## config.mk

```make
export PLATFORM = sky130hd
export DESIGN_NAME = return_reducer
export DESIGN_NICKNAME = d
export VERILOG_FILES = /design/src/rtl/return_reducer.sv
export SDC_FILE = /design/constraint.sdc
export NUM_CORES = 1
export LEC_CHECK = 0
export CORE_MARGIN = 10
export CORE_UTILIZATION = 47
export CTS_CLUSTER_SIZE = 24
export DETAILED_ROUTE_END_ITERATION = 6
export GPL_TIMING_DRIVEN = 0
export PLACE_DENSITY = 0.79
export SYNTH_ARGS = -nofsm -noshare
export SYNTH_HDL_FRONTEND = slang
export SYNTH_SLANG_ARGS = --single-unit
```

## constraint.sdc

```tcl
create_clock -name _clock -period 2.65 [get_ports _clock]
set_clock_uncertainty 0.15 [all_clocks]
set_input_delay 0.53 -clock _clock [delete_from_list [all_inputs] [get_ports _clock]]
set_output_delay 0.53 -clock _clock [all_outputs]
set_load 0.02 [all_outputs]
```

## src/rtl/return_reducer.sv

```systemverilog
// Gathers one word per child channel in any order, then reduces the round
// (sum modulo 2^WIDTH or XOR fold) into a registered result with valid/ready.
module return_reducer #(
    parameter int unsigned WIDTH    = 5,
    parameter int unsigned CHANNELS = 2,
    parameter int unsigned MODE     = 0
) (
    input  logic                      _clock,
    input  logic                      _reset,
    input  logic [CHANNELS*WIDTH-1:0] in_data,
    input  logic [CHANNELS-1:0]       in_valid,
    output logic [CHANNELS-1:0]       in_ready,
    output logic [WIDTH-1:0]          return_data,
    output logic                      return_carry,
    output logic                      return_parity,
    output logic                      return_valid,
    input  logic                      return_ready
);

    localparam int unsigned SUM_W = WIDTH + $clog2(CHANNELS) + 1;

    typedef enum logic [1:0] {COLLECT, COMBINE, OUTPUT} state_t;

    state_t                    state;
    state_t                    state_next;
    logic [CHANNELS-1:0]       captured;
    logic [CHANNELS*WIDTH-1:0] held;
    logic [CHANNELS-1:0]       take;
    logic [SUM_W-1:0]          sum_c;
    logic [WIDTH-1:0]          fold_c;
    logic [WIDTH-1:0]          result_c;
    logic                      carry_c;

    // Only uncaptured channels are offered ready, and never while in reset.
    always_comb begin
        in_ready = '0;
        if (state == COLLECT && !_reset) begin
            in_ready = ~captured;
        end
        take = in_valid & in_ready;
    end

    always_comb begin
        state_next = state;
        case (state)
            COLLECT: if (&captured)   state_next = COMBINE;
            COMBINE:                  state_next = OUTPUT;
            OUTPUT:  if (return_ready) state_next = COLLECT;
            default:                  state_next = COLLECT;
        endcase
    end

    // Sum is wide enough that no overflow is lost before the carry fold.
    always_comb begin
        sum_c  = '0;
        fold_c = '0;
        for (int k = 0; k < int'(CHANNELS); k++) begin
            sum_c  = sum_c + SUM_W'(held[k*WIDTH +: WIDTH]);
            fold_c = fold_c ^ held[k*WIDTH +: WIDTH];
        end
        result_c = (MODE == 0) ? sum_c[WIDTH-1:0] : fold_c;
        carry_c  = (MODE == 0) ? |sum_c[SUM_W-1:WIDTH] : 1'b0;
    end

    always_ff @(posedge _clock) begin
        if (_reset) begin
            state         <= COLLECT;
            captured      <= '0;
            return_data   <= '0;
            return_carry  <= 1'b0;
            return_parity <= 1'b0;
            return_valid  <= 1'b0;
        end else begin
            state        <= state_next;
            return_valid <= (state_next == OUTPUT);
            case (state)
                COLLECT: begin
                    for (int k = 0; k < int'(CHANNELS); k++) begin
                        if (take[k]) begin
                            held[k*WIDTH +: WIDTH] <= in_data[k*WIDTH +: WIDTH];
                        end
                    end
                    captured <= captured | take;
                end
                COMBINE: begin
                    return_data   <= result_c;
                    return_carry  <= carry_c;
                    return_parity <= ^result_c;
                end
                OUTPUT: begin
                    if (return_ready) begin
                        captured <= '0;
                    end
                end
                default: ;
            endcase
        end
    end

endmodule
```

==> metrics.txt <==
die area=around 4300 um2; routed vias=just over 700; Die Wd=approximately 66 um; CTS H-Tree Depth=1; FMAX=between 400 and 500 MHz; syn_area_per_cell=roughly 11 um2; Leakage Power=around 0.49 nW; DRT Pass-1 Iters=4; clock power share=0.231; postcts setup bufs=0; Setup crit end=in_ready[1]; Die Y=between 60 and 70 um; CP Max Fanout=5; final core utilization=0.6496; critical path data arrival time=1660 ps; root buf cell=clkbuf_4; adder and majority gate portion of the synthesized area=0.08344; initial core utilization=0.4994; Ports=25; CTS Sinks=22; final net count=140; Simple-Gate Fraction of Synth Area=0.1568; register area=approximately 540 um2; clk slew on worst S/H paths=approximately 120 ps; number of hold buffers added after CTS=0; Hold Fails Final Rpt=0; Crit path largest cell delay=500 ps; Final Critical Period=between 2000 and 2500 ps; Crit Path Class=input pin to primary output; worst reg-to-reg path cell count=8; fraction of registers with async set/reset=0; multiplexer share of the synthesized area=0; YS warnings=0; Synth area leader=edfxtp_1; DP HPWL=1620 um; status=completed; fin. max-slew vios=0; crit path from=_reset; antenna violations before repair=0; Sw Ratio=0.2487; TritonCTS Buffers=3; Post-CTS Resized=2; Logic pwr share=0.194; Yosys reg bits=22; Clock Latency Late Sink=around 300 ps; worst reg2reg startpoint=held[0]$_DFFE_PP_; Int Pwr=a little under 0.0005 W; largest net degree at the start of global routing=13; Synth top area share=0.3034; post-route clock period utilization=0.8839; Max Cap Viol=0; layout cells sized above 1=0.05932; net count after synthesis=between 100 and 150; Area Overhead vs Synth=30.09%; vias in the first global route=about 770; compound-cell area share of the yosys netlist=0.1277; final worst slack=approximately 310 ps; slowest cell on the critical path=clkdlybuf4s50_1; sequential area share after synthesis=0.5461; setup slack at placement=-7.944 ps; DRC errors left=0; synth cell count leaders=dfxtp_1, edfxtp_1, a21oi_1, nand2_1, nor2_1; Worst EP required=around 2000 ps; TritonCTS clock tree=done; number of diodes=0; Max VDD drop=0.0004585 V; PwrDens=between 500 and 600 nW/um2; Final GP Congestion=between 0.8 and 0.9; largest family of logic cells by synthesized area=simple AND/OR/NAND/NOR gates; core area=1982 um2; Hold Crit Class=register to register; starting DRC count in detailed routing=25; reg2reg setup slack=between 300 and 400 ps; total track usage=0.1001; via/cell ratio=5.000; cells along the critical path=clkdlybuf4s50_1 > nor4_1 > dlygate4sd2_1; # fillers=~170; clock buffer depth=2; multi-input logic area=421.7 um2; worst r2r dst=return_parity$_SDFFE_PP0N_; ys flop type=dfxtp_1; Worst setup SP type=input pin; endpoints failing setup=0; Sequential Power Share=0.576; Crit. End Element=primary output; Worst-Margin Slew=between 400 and 500 ps; PortBufs=24; row count=16; ANT nets after route=0; switching power=between 0.00015 and 0.0002 W; count of cell types in the netlist=29; first-pass GRT wire length=approximately 3500 um; RSZ-0062 raised after global routing=no; Post-Synth XOR/XNOR Area=0.05815; Setup TNS=0 ps; synthesized instance count=90; synth top area cells=edfxtp_1, dfxtp_1, ha_1; Post-Route WL=1941 um; number of flops mapped to enable cells by yosys=10; routed len/inst=13.39 um; Slew headroom=0.6865; cell with the most instances after synthesis=dfxtp_1; synthesized area=~990 um2; Overflow after GRT=0
worst min path at each step:
stage                                            from                           to  slack [ps]  depth (start not counted)
after global routing      return_data[0]$_SDFFE_PP0N_  return_data[0]$_SDFFE_PP0N_         350                          2
after global placement    return_data[3]$_SDFFE_PP0N_  return_data[3]$_SDFFE_PP0N_         290                          2
after floorplan              captured[0]$_SDFFE_PP0P_          state[0]$_SDFF_PP0_         290                          2
after CTS                 return_data[4]$_SDFFE_PP0N_  return_data[4]$_SDFFE_PP0N_         320                          2
after detailed placement  return_data[4]$_SDFFE_PP0N_  return_data[4]$_SDFFE_PP0N_         300                          2
final                     return_data[4]$_SDFFE_PP0N_  return_data[4]$_SDFFE_PP0N_         320                          2
cells in the final DEF (no fill, tap or decap), drive strengths merged, types with 4 or more instances in the layout:
master and instances:
clkdlybuf4s50 22, dfxtp 12, edfxtp 10, a21oi 10, nor2 9, nand2 9
clkbuf 6, ha 5, inv 4
worst max-delay path: cells and delay by family:
kind | cells | cell delay (ps)
buffers and inverters | 2 | 880
AND/OR/NAND/NOR | 1 | 250
metal layers:
layer,up-vias,GRT usage,share of wire,wire [um]
met3,4,0.04068,0.078,151
met5,-,0,0,0
met1,330,0.1105,0.43,839
met2,22,0.1667,0.47,916
met4,0,0.04011,0.018,34
li1,369,-,-,-
kinds of logic after synthesis:
kind of cell | after synthesis
buffers and inverters | 7
adders and majority gates | 6
AOI/OAI and AO/OA | 19
xor gates and xnor gates | 5
and+or+nand+nor | 31
DFF | 22
registers in the layout (all words and copies together) (netlist names):
register	count
captured	2
held	10
return_carry	1
return_data	5
return_parity	1
return_valid	1
state	2
power groups by stage:
stage	Combinational [W]	Clock, W	Sequential [W]
floorplan	0.0000744	0	0.000391
global placement	0.000126	0	0.000386
detailed placement	0.000131	0	0.000387
CTS	0.000129	0.000156	0.000380
global route	0.000142	0.000174	0.000382
finish	0.000128	0.000152	0.000380
area by class of cell:
cell class / count / area share
plain buffers: 3 / 0.009718
clock buffers: 4 / 0.02041
inverters: 4 / 0.01166
multi-input cells: 61 / 0.3275
flip-flops and latches: 22 / 0.4198
well taps: 27 / 0.02624
repair buffers: 24 / 0.1846
through the flow:
stage / hold slack, ps / cell area [um2] / cells / power, W
finish: 317.7 / 1287 / 145 / 0.0006598
global placement: 293.5 / 1264 / 141 / 0.0005125
floorplan: 291.6 / 989.7 / 90 / 0.0004657
global route: 351.9 / 1287 / 145 / 0.0006975
CTS: 319.7 / 1287 / 145 / 0.0006656
detailed placement: 303.5 / 1264 / 141 / 0.0005181
Power figures use the tool's default switching activity.
